$ cat config.mk
export PLATFORM = sky130hd
export DESIGN_NAME = regw_arbiter
export DESIGN_NICKNAME = d
export VERILOG_FILES = /design/src/rtl/regw_arbiter.sv
export SDC_FILE = /design/constraint.sdc
export NUM_CORES = 1
export LEC_CHECK = 0
export ABC_AREA = 0
export CORE_AREA = 2 2 80 158
export DETAILED_ROUTE_END_ITERATION = 7
export DIE_AREA = 0 0 82 160
export PLACE_DENSITY = 0.82
export SLEW_MARGIN = 40
export SYNTH_ARGS = -nofsm -noshare
export SYNTH_HDL_FRONTEND = slang
export SYNTH_SLANG_ARGS = --single-unit
$ cat constraint.sdc
create_clock -name clk -period 2.6 [get_ports clk]
set_input_delay 0.52 -clock clk [delete_from_list [all_inputs] [get_ports clk]]
set_output_delay 0.52 -clock clk [all_outputs]
set_load 0.05 [all_outputs]
$ cat src/rtl/regw_arbiter.sv
// Register-file write-port arbiter: merges write-back stage writes with a
// 2-entry FIFO of long-latency unit writes, forcing a pipeline stall on starvation.
module regw_arbiter #(
    parameter int unsigned STARVE_MAX = 4
) (
    input  logic        clk,
    input  logic        nrst,
    input  logic        i_pipe_RegWrite,
    input  logic [4:0]  i_pipe_RegAddrW,
    input  logic [31:0] i_pipe_RegDataW,
    input  logic        i_lu_valid,
    output logic        o_lu_ready,
    input  logic [4:0]  i_lu_addr,
    input  logic [31:0] i_lu_data,
    output logic        o_reg_RegWrite,
    output logic [4:0]  o_reg_RegAddrW,
    output logic [31:0] o_reg_RegDataW,
    output logic        o_stall,
    output logic [31:0] o_pend_mask
);

    typedef enum logic [0:0] {ST_NORMAL = 1'b0, ST_STALL = 1'b1} state_t;

    localparam logic [3:0] STARVE_LIMIT = 4'(STARVE_MAX);

    state_t      state_r, state_nxt_s;
    logic [3:0]  starve_r, starve_nxt_s;
    logic [4:0]  fifo_addr_r [2];
    logic [31:0] fifo_data_r [2];
    logic [1:0]  fifo_vld_r;
    logic        wr_ptr_r, rd_ptr_r;

    logic        pipe_req_s, fifo_full_s, fifo_empty_s, push_s;
    logic        grant_pipe_s, grant_fifo_s;
    logic [31:0] pend_mask_s;

    // Entries are contiguous, so slot occupancy at each pointer gives full/empty.
    assign fifo_full_s  = fifo_vld_r[wr_ptr_r];
    assign fifo_empty_s = ~fifo_vld_r[rd_ptr_r];
    assign o_lu_ready   = ~fifo_full_s;
    assign pipe_req_s   = i_pipe_RegWrite & (i_pipe_RegAddrW != 5'd0);
    assign push_s       = i_lu_valid & ~fifo_full_s & (i_lu_addr != 5'd0);
    assign o_stall      = (state_r == ST_STALL);
    assign o_pend_mask  = pend_mask_s;

    // Arbitration, starvation counting and next-state selection.
    always_comb begin
        grant_pipe_s = 1'b0;
        grant_fifo_s = 1'b0;
        state_nxt_s  = state_r;
        starve_nxt_s = starve_r;
        case (state_r)
            ST_NORMAL: begin
                if (pipe_req_s) begin
                    grant_pipe_s = 1'b1;
                end else begin
                    grant_fifo_s = ~fifo_empty_s;
                end
                if (fifo_empty_s || grant_fifo_s) begin
                    starve_nxt_s = 4'd0;
                end else if (starve_r == STARVE_LIMIT) begin
                    starve_nxt_s = 4'd0;
                    state_nxt_s  = ST_STALL;
                end else begin
                    starve_nxt_s = starve_r + 4'd1;
                end
            end
            ST_STALL: begin
                grant_fifo_s = ~fifo_empty_s;
                state_nxt_s  = ST_NORMAL;
                starve_nxt_s = 4'd0;
            end
            default: begin
                state_nxt_s  = ST_NORMAL;
                starve_nxt_s = 4'd0;
            end
        endcase
    end

    // Pending-register mask built from occupied FIFO slots.
    always_comb begin
        pend_mask_s = 32'd0;
        for (int i = 0; i < 2; i++) begin
            pend_mask_s = pend_mask_s | (fifo_vld_r[i] ? (32'd1 << fifo_addr_r[i]) : 32'd0);
        end
    end

    // State and starvation counter registers.
    always_ff @(posedge clk or negedge nrst) begin
        if (!nrst) begin
            state_r  <= ST_NORMAL;
            starve_r <= 4'd0;
        end else begin
            state_r  <= state_nxt_s;
            starve_r <= starve_nxt_s;
        end
    end

    // FIFO storage; push and pop never touch the same slot.
    always_ff @(posedge clk or negedge nrst) begin
        if (!nrst) begin
            fifo_vld_r <= 2'b00;
            wr_ptr_r   <= 1'b0;
            rd_ptr_r   <= 1'b0;
            for (int i = 0; i < 2; i++) begin
                fifo_addr_r[i] <= 5'd0;
                fifo_data_r[i] <= 32'd0;
            end
        end else begin
            if (push_s) begin
                fifo_addr_r[wr_ptr_r] <= i_lu_addr;
                fifo_data_r[wr_ptr_r] <= i_lu_data;
                fifo_vld_r[wr_ptr_r]  <= 1'b1;
                wr_ptr_r              <= ~wr_ptr_r;
            end
            if (grant_fifo_s) begin
                fifo_vld_r[rd_ptr_r] <= 1'b0;
                rd_ptr_r             <= ~rd_ptr_r;
            end
        end
    end

    // Register-file write port; address/data hold when nothing is granted.
    always_ff @(posedge clk or negedge nrst) begin
        if (!nrst) begin
            o_reg_RegWrite <= 1'b0;
            o_reg_RegAddrW <= 5'd0;
            o_reg_RegDataW <= 32'd0;
        end else if (grant_pipe_s) begin
            o_reg_RegWrite <= 1'b1;
            o_reg_RegAddrW <= i_pipe_RegAddrW;
            o_reg_RegDataW <= i_pipe_RegDataW;
        end else if (grant_fifo_s) begin
            o_reg_RegWrite <= 1'b1;
            o_reg_RegAddrW <= fifo_addr_r[rd_ptr_r];
            o_reg_RegDataW <= fifo_data_r[rd_ptr_r];
        end else begin
            o_reg_RegWrite <= 1'b0;
        end
    end

endmodule

# ---- After elaboration in Yosys (flattened, before gate mapping)
# Index checks and enable logic that the tools add are counted.
dict set report totals {
  mem_bits_ro 0
  latchBits 0
  mem_count 0
  regBits 121
  in_bits 78
  output_inout_bits 72
  mem_bits_rw 0
  elab_cells 85
}
dict set report op_classes {
  mux 41
  n_reduce_logical 7
  magnitude_cmp 7
  n_eq_ne 1
  n_shift 2
  n_div 0
  n_bitwise 14
  mul 0
  addsub 1
}
# op count
set op_table {}
lappend op_table {{$mux W32} 8}
lappend op_table {{$bwmux W64} 1}
lappend op_table {{$shl A1 B5 Y32 const A} 2}
lappend op_table {{$demux W32 S1} 1}
lappend op_table {{$or A32 B32 Y32} 1}
lappend op_table {{$mux W5} 6}
lappend op_table {{$mux W1} 14}
lappend op_table {{$bwmux W10} 1}
lappend op_table {{$reduce_bool A5 Y1} 2}
lappend op_table {{$mux W4} 2}
lappend op_table {{$pmux W4 S2} 1}
lappend op_table {{$demux W5 S1} 1}
lappend op_table {{$not A1 Y1} 5}
lappend op_table {{$add A4 B1 Y4 const B} 1}
lappend op_table {{$eq A4 B3 Y1 const B} 1}
lappend op_table {{$ge A2 B2 Y1 const B} 2}
lappend op_table {{$lt A1 B2 Y1 const B} 2}
lappend op_table {{$mux W2} 2}
lappend op_table {{$not A1 Y2} 2}
lappend op_table {{$pmux W1 S2} 2}
lappend op_table {{$and A1 B1 Y1} 3}
lappend op_table {{$logic_and A1 B1 Y1} 3}
lappend op_table {{$and A2 B2 Y2} 1}
lappend op_table {{$demux W1 S1} 2}
lappend op_table {{6 further kinds} 7}

# ---- Longest topological paths before layout
# Gate-level depths: netlist (run 1).
dict set report logic_depth {
  ltp_word 8
  depth_mapped 6
  ltp_nobuf 5
}

# ---- Least setup slack after synthesis (run 1)
# No wires, ideal clock.
dict set report synth_path {
  path_kind {register to output}
  from {register fifo_vld_r[0]}
  to {output port o_pend_mask[6]}
  path_stages_with_launch 5
  t_arrival_ns 2.214
  t_required_ns 2.080
  slack_ns -0.134
  cell_sequence {dfrtp_1 > clkbuf_1 > nor2b_1 > nand3_1 > o32ai_1}
}
dict set report synth_via {
  elab_chain_cells 2
}
# item line
set synth_lines {}
lappend synth_lines {{start, declared} 30} ;# logic [1:0] fifo_vld_r;
lappend synth_lines {{start signal, assigned} 102} ;# fifo_vld_r <= 2'b00;
lappend synth_lines {{start signal, assigned by index} 113} ;# fifo_vld_r[wr_ptr_r] <= 1'b1;
lappend synth_lines {{start signal, assigned by index} 117} ;# fifo_vld_r[rd_ptr_r] <= 1'b0;
lappend synth_lines {{$mux W32} 84} ;# pend_mask_s = pend_mask_s | (fifo_vld_r[i] ? (32'd1 << fifo_addr_r[i]) : 32'd0);
lappend synth_lines {{$or A32 B32 Y32} 84}
lappend synth_lines {{end, declared} 19} ;# output logic [31:0] o_pend_mask
# Every way passes these cells.

# ---- Final worst setup path (run 1)
dict set report layout_path {
  from {register fifo_vld_r[1]}
  to {output port o_lu_ready}
}
dict set report layout_via {
  elab_chain_cells 3
}
# item line
set layout_lines {}
lappend layout_lines {{$mux W1 (not written as such) (2 in a row)} 38} ;# assign fifo_full_s = fifo_vld_r[wr_ptr_r];
lappend layout_lines {{$not A1 Y1} 40} ;# assign o_lu_ready = ~fifo_full_s;
lappend layout_lines {{end, declared} 12} ;# output logic o_lu_ready,
# Every way passes these cells. The select of a mux whose other input is x is not followed.

==> results of run 1 <==
[through the flow]
stage | hold slack (ns) | setup WS [ns]
floorplan | 0.224 | 0.0211
global placement | 0.421 | 0.0742
detailed placement | 0.421 | 0.0335
CTS | 0.490 | 0.0548
global route | 0.502 | 0.0575
finish | 0.484 | 0.120
[state kept, by name, summed over array words and instances (netlist names)]
register and count:
fifo_data_r 64, o_stall 1, fifo_vld_r 2, rd_ptr_r 1, o_reg_RegWrite 1, starve_r 4
fifo_addr_r 10, wr_ptr_r 1, o_reg_RegAddrW 5, o_reg_RegDataW 32
[worst min-delay path by stage]
stage,to,slack [ns],cells after the start
after floorplan,fifo_addr_r[0],0.22,0
after global placement,o_reg_RegDataW[4],0.42,1
after detailed placement,o_reg_RegDataW[4],0.42,1
after CTS,fifo_data_r[48],0.49,1
after global routing,fifo_data_r[48],0.50,1
final,fifo_data_r[48],0.48,1
[area by class of cell]
type                    instances  area share
clock buffers                  19      0.0530
clock inverters                13      0.0229
inverters                       5     0.00225
multi-input cells             294       0.341
flip-flops and latches        121       0.363
well taps                     147      0.0220
repair buffers                161       0.196
[report_power, final]
group / internal (W) / total [W] / switching (W)
Sequential: 0.00282 / 0.00350 / 0.000677
Combinational: 0.00277 / 0.00572 / 0.00295
Clock: 0.00164 / 0.00250 / 0.000858
[critical path, stage by stage (launching register included)]
cell and delay, ns:
dfrtp_1 0.36, buf_4 0.17, mux2i_1 0.19, clkdlybuf4s50_1 0.84
[logic make-up (layout without fill, tap and decap cells)]
kind of cell	Yosys count	after routing	share of synthesized area
mux	189	189	0.352
flops	121	121	0.500
buf+inv	33	198	0.0343
fa+ha+maj	2	2	0.00413
compound gates	43	43	0.0515
simple gates	60	60	0.0583
[routing by layer]
| metal | GRT usage | vias to the layer above | part of all wire | wire length (um) |
|---|---|---|---|---|
| met5 | 0 | - | 0 | 0 |
| met4 | 0.0598 | 0 | 0.012 | 163 |
| met3 | 0.0712 | 14 | 0.064 | 877 |
| met2 | 0.362 | 155 | 0.51 | 7030 |
| met1 | 0.278 | 2068 | 0.41 | 5680 |
| li1 | - | 1977 | - | - |
[cell usage in the layout (no fill, tap or decap), types with 2 or more instances in the layout]
master           instances
or2_2                    3
o32ai_1                  2
ha_1                     2
clkbuf_16               17
mux2i_1                  3
dfrtp_1                119
inv_6                    4
clkinvlp_4               3
nor3b_1                  2
bufinv_16                4
dfrtp_2                  2
nor2b_1                  5
buf_12                  11
nor3_1                   2
mux2_1                  19
or3_1                    2
nand2b_1                13
nand4_1                  2
o32ai_2                  2
o21ai_0                  3
inv_1                    5
clkdlybuf4s50_1        116
nand4b_1                 2
nand3_1                  7
nand2_1                 11
buf_4                   33
nor2_1                   4
mux2_2                 166
o22ai_1                 28
[timing repair]
action	4_1_cts	5_1_grt
hold buffers	1	0
hold endpoints to repair	18	0
endpoints found under the setup margin	0	2
resized for setup	0	1
==> metrics.txt, run 1 <==
# TYPE chip_impl_metric gauge
chip_impl_info{name="run_status",value="complete, no violations"} 1
chip_impl_metric{name="via_count",unit=""} 4214
chip_impl_metric{name="final_nets",unit=""} 680
chip_impl_metric{name="timing.critical_path.arrival",unit="ns"} 1.96
chip_impl_info{name="cts_root_buffer",value="clkbuf_16"} 1
chip_impl_metric{name="numCtsBuffers",unit=""} 17
chip_impl_metric{name="fmaxAchievable",unit="MHz"} 403
chip_impl_info{name="synth_top_flop_cell",value="dfrtp_1"} 1
chip_impl_metric{name="yosysWarnings",unit=""} 0
chip_impl_metric{name="placedInstanceArea",unit="mm2"} 0.00771
chip_impl_info{name="timing.setup.critical_path_class",value="reg2out"} 1
chip_impl_metric{name="standard_cell_rows",unit=""} 57
chip_impl_metric{name="max-vdd-ir-drop",unit="mV"} 0.824
chip_impl_metric{name="post-route-min-period",unit="ns"} 2.48
chip_impl_metric{name="grt.overflow.total",unit=""} 0
chip_impl_metric{name="synth-edff-count",unit=""} 0
chip_impl_metric{name="grt_pass1_vias",unit=""} 4545
chip_impl_metric{name="drt_iter0_markers",unit=""} 207
chip_impl_metric{name="synth.top_cell.area_share",unit=""} 0.500
chip_impl_metric{name="area_of_the_mapped_netlist",unit="mm2"} 0.00605
chip_impl_metric{name="timing.max_cap.violations",unit=""} 0
chip_impl_metric{name="dpl.cell_count",unit=""} 727
chip_impl_metric{name="post-cts-setup-buffer-count",unit=""} 0
chip_impl_metric{name="finClkSkew",unit="ns"} 0.00752
chip_impl_metric{name="placeable_core_area",unit="mm2"} 0.0120
chip_impl_metric{name="syn-num-nets",unit=""} 528
chip_impl_metric{name="port_buffers",unit=""} 149
chip_impl_metric{name="ctsHtreeMaxLevel",unit=""} 4
chip_impl_metric{name="timing.final.max_slew_violations",unit=""} 0
chip_impl_metric{name="dpl.hpwl",unit="mm"} 9.39
chip_impl_metric{name="remaining_drc_errors",unit=""} 0
chip_impl_info{name="tritoncts_clock_tree",value="built"} 1
chip_impl_info{name="critPathCaptureType",value="output pin"} 1
chip_impl_metric{name="ff2ff_setup_slack",unit="ns"} 0.62
chip_impl_metric{name="areaGrowthSynthToFinish",unit="%"} 38.1
chip_impl_info{name="rsz_0062_raised_after_global_routing",value="no"} 1
chip_impl_metric{name="setup_viol_count_final",unit=""} 0
chip_impl_metric{name="grt_start_max_net_pins",unit=""} 73
chip_impl_metric{name="regArea",unit="mm2"} 0.00303
chip_impl_metric{name="grtUsageTotal",unit=""} 0.221
chip_impl_info{name="worst_setup_path_startpoint",value="fifo_vld_r[1]"} 1
chip_impl_metric{name="worst_slew_pin_slew",unit="ns"} 0.536
chip_impl_info{name="cp-endpoint",value="o_lu_ready"} 1
chip_impl_metric{name="tns",unit="ns"} 0
chip_impl_metric{name="clock_sink_count",unit=""} 121
chip_impl_metric{name="clock_latency",unit="ns"} 0.41
chip_impl_metric{name="worst_ep_required_time",unit="ns"} 2.08
chip_impl_info{name="synth_common_cells",value="mux2_2 (166), dfrtp_1 (121), o22ai_1 (28)"} 1
chip_impl_metric{name="multi_input_comb_area",unit="mm2"} 0.00285
chip_impl_metric{name="gp_routability_congestion",unit=""} 0.812
chip_impl_metric{name="yosys_register_bits",unit=""} 121
chip_impl_metric{name="final-hold-violation-count",unit=""} 0
chip_impl_metric{name="detail_route.wl_per_cell",unit="um"} 18.1
chip_impl_metric{name="routed_via_density",unit=""} 5.54
chip_impl_metric{name="n_antenna_cell",unit=""} 0
chip_impl_info{name="hp-start",value="fifo_data_r[48]"} 1
chip_impl_metric{name="fraction_of_final_layout_cells_with_drive_strength_greater_than_1",unit=""} 0.418
chip_impl_metric{name="grt_antenna_before_repair",unit=""} 0
chip_impl_metric{name="layout_worst_path_cycle_share",unit=""} 0.954
chip_impl_metric{name="antenna_violating_nets_post_route",unit=""} 0
chip_impl_metric{name="synth_area_per_cell",unit="um2"} 13.5
chip_impl_metric{name="cts.clk_slew.worst_paths",unit="ns"} 0.06
chip_impl_metric{name="synth.lib_cells_used.distinct",unit=""} 41
chip_impl_info{name="netlist_top_cells_area",value="dfrtp_1 (50%), mux2_2 (31%), mux2_1 (3.5%), o22ai_1 (2.9%), buf_6 (1.5%)"} 1
chip_impl_metric{name="design_area",unit="mm2"} 0.00836
chip_impl_metric{name="initial_core_util",unit=""} 0.505
chip_impl_metric{name="fp.dieH",unit="um"} 160
chip_impl_info{name="regToRegStartpoint",value="rd_ptr_r"} 1
chip_impl_metric{name="finish.utilization",unit=""} 0.698
chip_impl_metric{name="syn-instance-count",unit=""} 448
chip_impl_info{name="yosys.cell_count.top_type",value="mux2_2"} 1
chip_impl_metric{name="static-leakage-power",unit="nW"} 3.45
chip_impl_info{name="r2r_end",value="o_reg_RegDataW[3]"} 1
chip_impl_metric{name="worst_slew_margin_rel",unit=""} 0.632
chip_impl_metric{name="die-area",unit="mm2"} 0.0131
chip_impl_metric{name="power",unit="W"} 0.0117
chip_impl_metric{name="critPathMaxFanout",unit=""} 11
chip_impl_metric{name="filler_cell_count",unit=""} 871
chip_impl_metric{name="synth-seq-area-share",unit=""} 0.500
chip_impl_metric{name="final_cell_count_no_fill",unit=""} 760
chip_impl_info{name="post-synth-top-area-cell",value="dfrtp_1"} 1
chip_impl_metric{name="detail_route.first_pass.iterations",unit=""} 4
chip_impl_metric{name="clk_path_buf_depth",unit=""} 2
chip_impl_metric{name="async_reset_ff_frac",unit=""} 1.00
chip_impl_metric{name="routed_wl",unit="mm"} 13.8
chip_impl_metric{name="reg2reg_depth",unit=""} 3
chip_impl_metric{name="cellPowerDensity",unit="mW/mm2"} 1400
chip_impl_metric{name="grt_pass1_wl",unit="mm"} 22.4
chip_impl_metric{name="die_width",unit="um"} 82
chip_impl_metric{name="ioPinCount",unit=""} 150
chip_impl_info{name="timing.hold.worst.class",value="reg2reg"} 1
chip_impl_info{name="critical_path.startpoint_type",value="flop"} 1
No activity file was read; power rests on OpenSTA's default activity.
==> run 2, diff against run 1 <==
Settings changed: ABC_AREA 0 to 1, CORE_AREA 2 2 80 158 to 2 2 80 159, DIE_AREA 0 0 82 160 to 0 0 82 161.
==> run 2 against run 1 <==
  * Flip-flop and latch count unchanged
  * Sequential share of layout area up 0.81 points
  * Hold slack worse by 0.36 ns
  * Synthesized cell count up 69%
  * Setup slack worse by 0.025 ns
  * Combinational power down 13%
  * Via count up 38%
  * Count of clock-buffer cells in the layout down 1
  * Largest power group unchanged
==> metrics.txt, run 2 <==
# TYPE chip_impl_metric gauge
chip_impl_info{name="run_status",value="complete, no violations"} 1
chip_impl_metric{name="die_width",unit="um"} 82
chip_impl_info{name="critPathCaptureType",value="output pin"} 1
chip_impl_metric{name="dpl.hpwl",unit="mm"} 10.4
chip_impl_metric{name="timing.critical_path.arrival",unit="ns"} 1.99
chip_impl_metric{name="gp_routability_congestion",unit=""} 0.832
chip_impl_metric{name="clk_path_buf_depth",unit=""} 2
chip_impl_metric{name="cts.repair.resized",unit=""} 0
chip_impl_metric{name="numCtsBuffers",unit=""} 17
chip_impl_metric{name="grt_pass1_wl",unit="mm"} 25.9
chip_impl_metric{name="multi_input_comb_area",unit="mm2"} 0.00246
chip_impl_metric{name="timing.final.max_slew_violations",unit=""} 0
chip_impl_metric{name="post-cts-setup-buffer-count",unit=""} 0
chip_impl_metric{name="tns",unit="ns"} 0
chip_impl_metric{name="die-area",unit="mm2"} 0.0132
chip_impl_metric{name="comb_power_share",unit=""} 0.468
chip_impl_metric{name="worst_slew_pin_slew",unit="ns"} 0.730
chip_impl_info{name="timing.hold.worst.class",value="in2async"} 1
chip_impl_info{name="cts_root_buffer",value="clkbuf_16"} 1
chip_impl_info{name="largest_registers",value="fifo_data_r x64, o_reg_RegDataW x32, fifo_addr_r x10"} 1
chip_impl_metric{name="fraction_of_final_layout_cells_with_drive_strength_greater_than_1",unit=""} 0.132
chip_impl_info{name="rsz_0062_raised_after_global_routing",value="no"} 1
chip_impl_metric{name="clock_sink_count",unit=""} 121
chip_impl_metric{name="fmaxAchievable",unit="MHz"} 399
chip_impl_metric{name="final-hold-violation-count",unit=""} 0
chip_impl_metric{name="synth.top_cell.area_share",unit=""} 0.494
chip_impl_metric{name="pre_cts_slack",unit="ns"} 0.374
chip_impl_metric{name="syn-num-nets",unit=""} 835
chip_impl_metric{name="yosys_register_bits",unit=""} 121
chip_impl_metric{name="finish.utilization",unit=""} 0.682
chip_impl_metric{name="standard_cell_rows",unit=""} 57
chip_impl_metric{name="filler_cell_count",unit=""} 954
chip_impl_metric{name="synth_area_per_cell",unit="um2"} 8.12
chip_impl_metric{name="grtUsageTotal",unit=""} 0.250
chip_impl_metric{name="areaGrowthSynthToFinish",unit="%"} 33.4
chip_impl_metric{name="switching_power",unit="W"} 0.00488
chip_impl_metric{name="area_of_the_mapped_netlist",unit="mm2"} 0.00613
chip_impl_metric{name="power.share.sequential",unit=""} 0.315
chip_impl_metric{name="layout_worst_path_cycle_share",unit=""} 0.964
chip_impl_metric{name="internal-power",unit="W"} 0.00574
chip_impl_info{name="post-synth-top-area-cell",value="dfrtp_1"} 1
chip_impl_metric{name="remaining_drc_errors",unit=""} 0
chip_impl_metric{name="final_nets",unit=""} 962
chip_impl_metric{name="setup_viol_count_final",unit=""} 0
chip_impl_metric{name="ff2ff_setup_slack",unit="ns"} 0.56
chip_impl_metric{name="cts.clk_slew.worst_paths",unit="ns"} 0.06
chip_impl_info{name="layout.cells.most_common_list",value="nand2_1 (184), nand3_1 (123), dfrtp_1 (120)"} 1
chip_impl_metric{name="worst_slew_margin_rel",unit=""} 0.513
chip_impl_metric{name="final.hold.worst_slack",unit="ns"} 0.125
chip_impl_metric{name="largest_reg_flops",unit=""} 64
chip_impl_metric{name="cts.hold.buffers_added",unit=""} 0
chip_impl_metric{name="reg2reg_depth",unit=""} 4
chip_impl_metric{name="port_buffers",unit=""} 149
chip_impl_metric{name="synth.lib_cells_used.distinct",unit=""} 26
chip_impl_metric{name="regArea",unit="mm2"} 0.00303
chip_impl_info{name="top_register",value="fifo_data_r"} 1
chip_impl_metric{name="cellPowerDensity",unit="mW/mm2"} 1300
chip_impl_info{name="synth_top_flop_cell",value="dfrtp_1"} 1
chip_impl_metric{name="grt_pass1_vias",unit=""} 5451
chip_impl_metric{name="drt_iter0_markers",unit=""} 556
chip_impl_metric{name="placeable_core_area",unit="mm2"} 0.0120
chip_impl_info{name="critical_path.startpoint_type",value="flop"} 1
chip_impl_info{name="timing.setup.critical_path_class",value="reg2out"} 1
chip_impl_metric{name="grt_antenna_before_repair",unit=""} 0
chip_impl_info{name="tritoncts_clock_tree",value="built"} 1
chip_impl_metric{name="static-leakage-power",unit="nW"} 3.82
chip_impl_metric{name="async_reset_ff_frac",unit=""} 1.00
chip_impl_info{name="r2r_end",value="o_reg_RegDataW[25]"} 1
chip_impl_metric{name="yosysWarnings",unit=""} 0
chip_impl_info{name="synth_common_cells",value="nand2_1 (184), nand3_1 (124), dfrtp_1 (121)"} 1
chip_impl_metric{name="ioPinCount",unit=""} 150
chip_impl_metric{name="global_route.usage.met2",unit=""} 0.402
chip_impl_metric{name="sw_frac_of_total",unit=""} 0.460
chip_impl_metric{name="clkPwrFrac",unit=""} 0.217
chip_impl_info{name="regToRegStartpoint",value="rd_ptr_r"} 1
chip_impl_info{name="netlist_top_cells_area",value="dfrtp_1 (49%), nand2_1 (11%), nand3_1 (10%), inv_1 (5.3%), o21ai_0 (5.0%)"} 1
chip_impl_metric{name="power",unit="W"} 0.0106
chip_impl_metric{name="n_antenna_cell",unit=""} 0
chip_impl_metric{name="clock_latency",unit="ns"} 0.41
chip_impl_metric{name="globalRouteMet3Util",unit=""} 0.0475
chip_impl_metric{name="max-vdd-ir-drop",unit="mV"} 0.841
chip_impl_metric{name="critPathMaxFanout",unit=""} 12
chip_impl_metric{name="via_count",unit=""} 5818
chip_impl_metric{name="fp.dieH",unit="um"} 161
chip_impl_metric{name="antenna_violating_nets_post_route",unit=""} 0
chip_impl_metric{name="timing.max_cap.violations",unit=""} 0
chip_impl_metric{name="ctsHtreeMaxLevel",unit=""} 4
chip_impl_metric{name="finClkSkew",unit="ns"} 0.00991
chip_impl_metric{name="initial_core_util",unit=""} 0.511
chip_impl_metric{name="grt_start_max_net_pins",unit=""} 64
chip_impl_metric{name="worst_ep_required_time",unit="ns"} 2.08
chip_impl_metric{name="detail_route.wl_per_cell",unit="um"} 15.1
chip_impl_metric{name="syn-instance-count",unit=""} 755
chip_impl_info{name="yosys.cell_count.top_type",value="nand2_1"} 1
chip_impl_metric{name="synth-edff-count",unit=""} 0
chip_impl_metric{name="routed_via_density",unit=""} 5.58
chip_impl_metric{name="post-route-min-period",unit="ns"} 2.51
chip_impl_metric{name="routed_wl",unit="mm"} 15.8
chip_impl_info{name="global_route.peak_usage_layer",value="met2"} 1
chip_impl_metric{name="grt_util_met1",unit=""} 0.345
chip_impl_metric{name="synth-seq-area-share",unit=""} 0.494
chip_impl_metric{name="detail_route.first_pass.iterations",unit=""} 5
chip_impl_metric{name="grt.overflow.total",unit=""} 0
chip_impl_metric{name="setup_slack",unit="ns"} 0.0948
chip_impl_info{name="most_common_library_cell_in_the_layout_ignoring_fill_and_taps",value="nand2_1"} 1
-- run 2: logic make-up (layout without fill, tap and decap cells) --
logic type | after synthesis | count (layout) | share of synthesized area
compound gates | 145 | 145 | 0.145
fa+ha+maj | 2 | 2 | 0.00408
simple gates | 342 | 342 | 0.246
xor+xnor | 2 | 2 | 0.00286
buf+inv | 143 | 283 | 0.108
flops | 121 | 121 | 0.494
-- run 2: through the flow --
stage | std cells | area, um2
after global routing | 1042 | 8170
after CTS | 1042 | 8170
after floorplan | 755 | 6130
after global placement | 1010 | 7580
final | 1042 | 8170
after detailed placement | 1010 | 7580
-- run 2: area by class of cell --
cell class                 instances  area share
multi-input combinational        491       0.301
sequential                       121       0.371
tap                              147      0.0225
clock inverter                    14      0.0182
timing repair buffer             161       0.193
clock buffer                      18      0.0537
inverter                          90      0.0413
-- run 2: how the worst max path moves through the flow --
stage,startpoint,to,slack (ns),cells after the start
global route,fifo_addr_r[2],o_pend_mask[7],0.05,5
detailed placement,i_lu_addr[1],fifo_data_r[32],0.37,6
floorplan,fifo_vld_r[1],o_pend_mask[10],0.37,5
finish,fifo_addr_r[2],o_pend_mask[7],0.09,5
global placement,i_lu_addr[1],fifo_data_r[33],0.46,6
CTS,wr_ptr_r,o_lu_ready,0.16,4
-- run 2: metal layers --
| metal | routed length [um] | vias up |
|---|---|---|
| met5 | 0 | - |
| met2 | 7880 | 305 |
| met1 | 6460 | 2733 |
| met3 | 1200 | 29 |
| li1 | - | 2751 |
| met4 | 233 | 0 |
-- run 2: power by group through the flow --
| stage | Combinational [W] | Sequential, W | Clock (W) |
|---|---|---|---|
| global placement | 0.00479 | 0.00330 | 0 |
| CTS | 0.00497 | 0.00333 | 0.00233 |
| detailed placement | 0.00491 | 0.00333 | 0 |
| global route | 0.00541 | 0.00345 | 0.00241 |
| floorplan | 0.00289 | 0.00399 | 0 |
| finish | 0.00497 | 0.00335 | 0.00230 |
-- run 2: critical path: stages (launching register included) --
cell	delay, ns
dfrtp_1	0.60
inv_1	0.16
nor3_1	0.27
nand2_1	0.11
o22ai_1	0.19
buf_4	0.24
